`src/rtl/gomoku_pkg.sv`:
```
// Shared gomoku board constants, direction/state enums and position helpers.
// Used by the win checker, computer_player and the board controller.
package gomoku_pkg;

  localparam int BOARD_DIM = 10;
  localparam int CELLS     = BOARD_DIM * BOARD_DIM;
  localparam int POS_W     = 7;
  localparam int WIN_LEN   = 5;
  localparam int SPAN      = 5;
  localparam int WINDOW    = 2 * SPAN + 1;

  typedef enum logic [1:0] {
    DIR_H = 2'd0,
    DIR_V = 2'd1,
    DIR_D = 2'd2,
    DIR_A = 2'd3
  } dir_e;

  typedef enum logic [1:0] {
    ST_IDLE = 2'd0,
    ST_SCAN = 2'd1,
    ST_DONE = 2'd2
  } state_e;

  function automatic logic [3:0] pos_row(input logic [POS_W-1:0] p);
    return 4'(p / 7'(BOARD_DIM));
  endfunction

  function automatic logic [3:0] pos_col(input logic [POS_W-1:0] p);
    return 4'(p % 7'(BOARD_DIM));
  endfunction

endpackage

```
`src/rtl/cell_stepper.sv`:
```
// Combinational cell addressing: (r0, c0, dir, k) -> board index and on-board flag.
// Bounds are checked on row and column separately so lines never wrap.
module cell_stepper
  import gomoku_pkg::*;
(
  input  logic [3:0]       r0,
  input  logic [3:0]       c0,
  input  logic [1:0]       dir,
  input  logic signed [3:0] k,
  output logic [POS_W-1:0] idx,
  output logic             on_board
);

  logic signed [5:0] k_s;
  logic signed [5:0] r0_s;
  logic signed [5:0] c0_s;
  logic signed [5:0] r_s;
  logic signed [5:0] c_s;

  assign k_s  = {{2{k[3]}}, k};
  assign r0_s = $signed({2'b00, r0});
  assign c0_s = $signed({2'b00, c0});

  always_comb begin
    r_s = r0_s;
    c_s = c0_s;
    case (dir)
      DIR_H: c_s = c0_s + k_s;
      DIR_V: r_s = r0_s + k_s;
      DIR_D: begin
        r_s = r0_s + k_s;
        c_s = c0_s + k_s;
      end
      default: begin
        r_s = r0_s + k_s;
        c_s = c0_s - k_s;
      end
    endcase
  end

  assign on_board = (r_s >= 6'sd0) && (r_s < 6'sd10) && (c_s >= 6'sd0) && (c_s < 6'sd10);
  assign idx = on_board ? (7'(r_s[3:0]) * 7'd10 + 7'(c_s[3:0])) : 7'd0;

endmodule

```
`config.mk`:
```
export PLATFORM = sky130hd
export DESIGN_NAME = cell_stepper
export DESIGN_NICKNAME = d
export VERILOG_FILES = /design/src/rtl/gomoku_pkg.sv /design/src/rtl/cell_stepper.sv
export SDC_FILE = /design/constraint.sdc
export NUM_CORES = 1
export LEC_CHECK = 0
export ABC_AREA = 1
export BUFFER_PORTS_ARGS = -buffer_cell sky130_fd_sc_hd__buf_4
export CELL_PAD_IN_SITES_DETAIL_PLACEMENT = 0
export CELL_PAD_IN_SITES_GLOBAL_PLACEMENT = 2
export CORE_MARGIN = 4
export CORE_UTILIZATION = 30
export DETAILED_ROUTE_END_ITERATION = 16
export PLACE_DENSITY = 0.93
export REMOVE_ABC_BUFFERS = 1
export SETUP_SLACK_MARGIN = 0.05
export SLEW_MARGIN = 25
export SYNTH_ARGS = -nofsm -noshare
export SYNTH_HDL_FRONTEND = slang
export SYNTH_SLANG_ARGS = --single-unit
```
`constraint.sdc`:
```
create_clock -name vclk -period 6.5
set_input_delay 1.625 -clock vclk [all_inputs]
set_output_delay 1.625 -clock vclk [all_outputs]
set_load 0.005 [all_outputs]
```
==> key figures <==
Worst setup path
  – Critical Path End Type: primary output
  – Crit Path Class: in2out
  – Startpoint Class: input port
  – CP max FO: 4
  – Worst EP required: 4.88 ns
  – Worst Path Arrival: 4.55 ns

Place
  – Placed Area: 1210 sq um
  – Post-Place Cells: 228
  – HPWL after DPL: 1940 um
  – Final Wtd Congestion: 0.900
  – Dpl ws: 0.240 ns
  – Buffers on Ports: 22

Timing
  – Final Setup Violations: 0
  – Max Transition Viols Final: 0
  – Final min period: 6.17 ns
  – Worst Max-Slew Pin Slew: 0.371 ns
  – Final hold violation count: 0
  – Worst Hold Slack: 3.61 ns
  – RSZ-0062 raised after global routing: no
  – Rel. slew slack: 75.0%
  – Fmax: 162 MHz
  – Tcrit/Tclk final: 94.9%
  – Fin Setup TNS: 0 ns
  – Final WS setup: 0.329 ns

Layout
  – Share of cells above drive strength 1: 23.9%
  – Post-layout util: 39.2%
  – Final net count: 221
  – Seq Cell Count: 0
  – Fin cells: 228
  – ANT cells: 0
  – Clkbuf count: 0
  – Fill count: 344
  – Final Cell Area: 1230 sq um
  – Synthesis-to-layout area growth: 22.0%
  – Sequential standard cell area: 0 sq um

Detailed routing
  – Antenna Violating Nets Remaining: 0
  – Initial DRC Count: 24
  – Drt first pass iters: 4
  – DR DRC count: 0
  – DR vias: 1009
  – DR WL/cell: 9.38 um
  – Vias per cell: 4.43
  – DRT Wirelength: 2140 um

Floorplanning
  – Height of the die: 65.9 um
  – Placeable core area: 3130 sq um
  – Num rows: 20
  – Die ar.: 4340 sq um
  – Initial Util: 32.1%
  – Boundary Pins: 22
  – Die W: 65.9 um

Hold path
  – Worst hold path depth: 4
  – Hold crit path type: in2out

GRT
  – Vias in the first global route: 903
  – GRT Overall Usage: 10.2%
  – Initial antenna violation count: 0
  – GRT overflow: 0
  – Largest net degree at the start of global routing: 11
  – First-pass GRT wire length: 3730 um

Synthesis
  – Mean Syn Cell Area: 6.16 sq um
  – Post-Synthesis Cells: 163
  – Share of the yosys chip area belonging to registers: 0%
  – Synth Warn #: 0
  – Count of cell types in the netlist: 27
  – Post-synthesis cell area: 1000 sq um

Job
  – Max-cap violations: 0

Power
  – VDD IR max: 0.0390 mV
  – P_leak: 0.727 nW
  – Pwr Density: 123 nW/um^2
  – Total design power: 0.151 mW

Status
  – Status: completed
[repair_timing]
item                                   4_1_cts  5_1_grt
resized for setup                            0        3
buffers inserted                             0        0
endpoints found under the hold margin        0        0
setup endpoints to repair                    0        1
hold buffers                                 0        0
[metal layers]
metal  track usage, %  vias to the layer above  routed length [um]
li1                 -                      553                   -
met3            0.680                        0                 157
met1             14.7                      429                1050
met4            0.777                        0                   0
met5                0                        -                   0
met2             17.3                       27                 931
[final cells by class]
type / count / area, sq um / area share (%)
tap: 44 / 55.1 / 4.49
timing repair buffer: 22 / 165 / 13.5
inverter: 38 / 143 / 11.6
multi-input combinational: 124 / 863 / 70.4
[synthesized netlist by cell type (3+ instances only)]
cell type,n,area share (%)
ha_1,17,21
a21oi_1,3,1.5
nor2_2,7,4.4
nand4_1,5,3.1
nor2_1,4,1.5
inv_2,4,1.5
fa_1,4,8.0
xor2_1,5,4.4
nand2_1,45,17
o21ai_0,3,1.5
nand3_1,13,6.5
inv_1,34,13
[power by group]
part / switching (mW) / leakage (nW) / internal (mW)
Sequential: 0 / 0 / 0
Combinational: 0.0868 / 0.727 / 0.0638
Clock: 0 / 0 / 0
[placed cells by master, fill, tap and decap left out, drive strengths merged]
cell,n
o211ai,1
xnor2,2
ha,17
o31ai,1
nand3,14
a21oi,4
nor2,13
inv,38
xor2,5
o21a,1
o22ai,1
fa,4
buf,22
a31oi,1
nand2,49
mux2i,1
nand4,5
o21ai,5
[critical path: stages]
cell and delay [ns]:
buf_4 0.13, ha_1 0.22, fa_1 0.49, inv_1 0.04, o21a_1 0.21, inv_2 0.08
ha_1 0.23, ha_1 0.19, inv_1 0.07, fa_1 0.42, nor2_1 0.14, nand4_1 0.11
nand2_1 0.08, nand2_1 0.05, nand2_1 0.06, xor2_1 0.13, inv_1 0.06, nor2_2 0.09
buf_4 0.11
[final timing paths]
kind	start	end
min	c0[0]	idx[0]
max	k[0]	idx[6]
[cells by family after synthesis]
logic type | Yosys count | synth area share [%]
buf+inv | 39 | 15.3
simple gates | 81 | 39.0
fa+ha+maj | 21 | 29.1
xor+xnor | 7 | 6.10
mux | 1 | 0.996
compound gates | 14 | 9.47
Power figures use the tool's default switching activity.
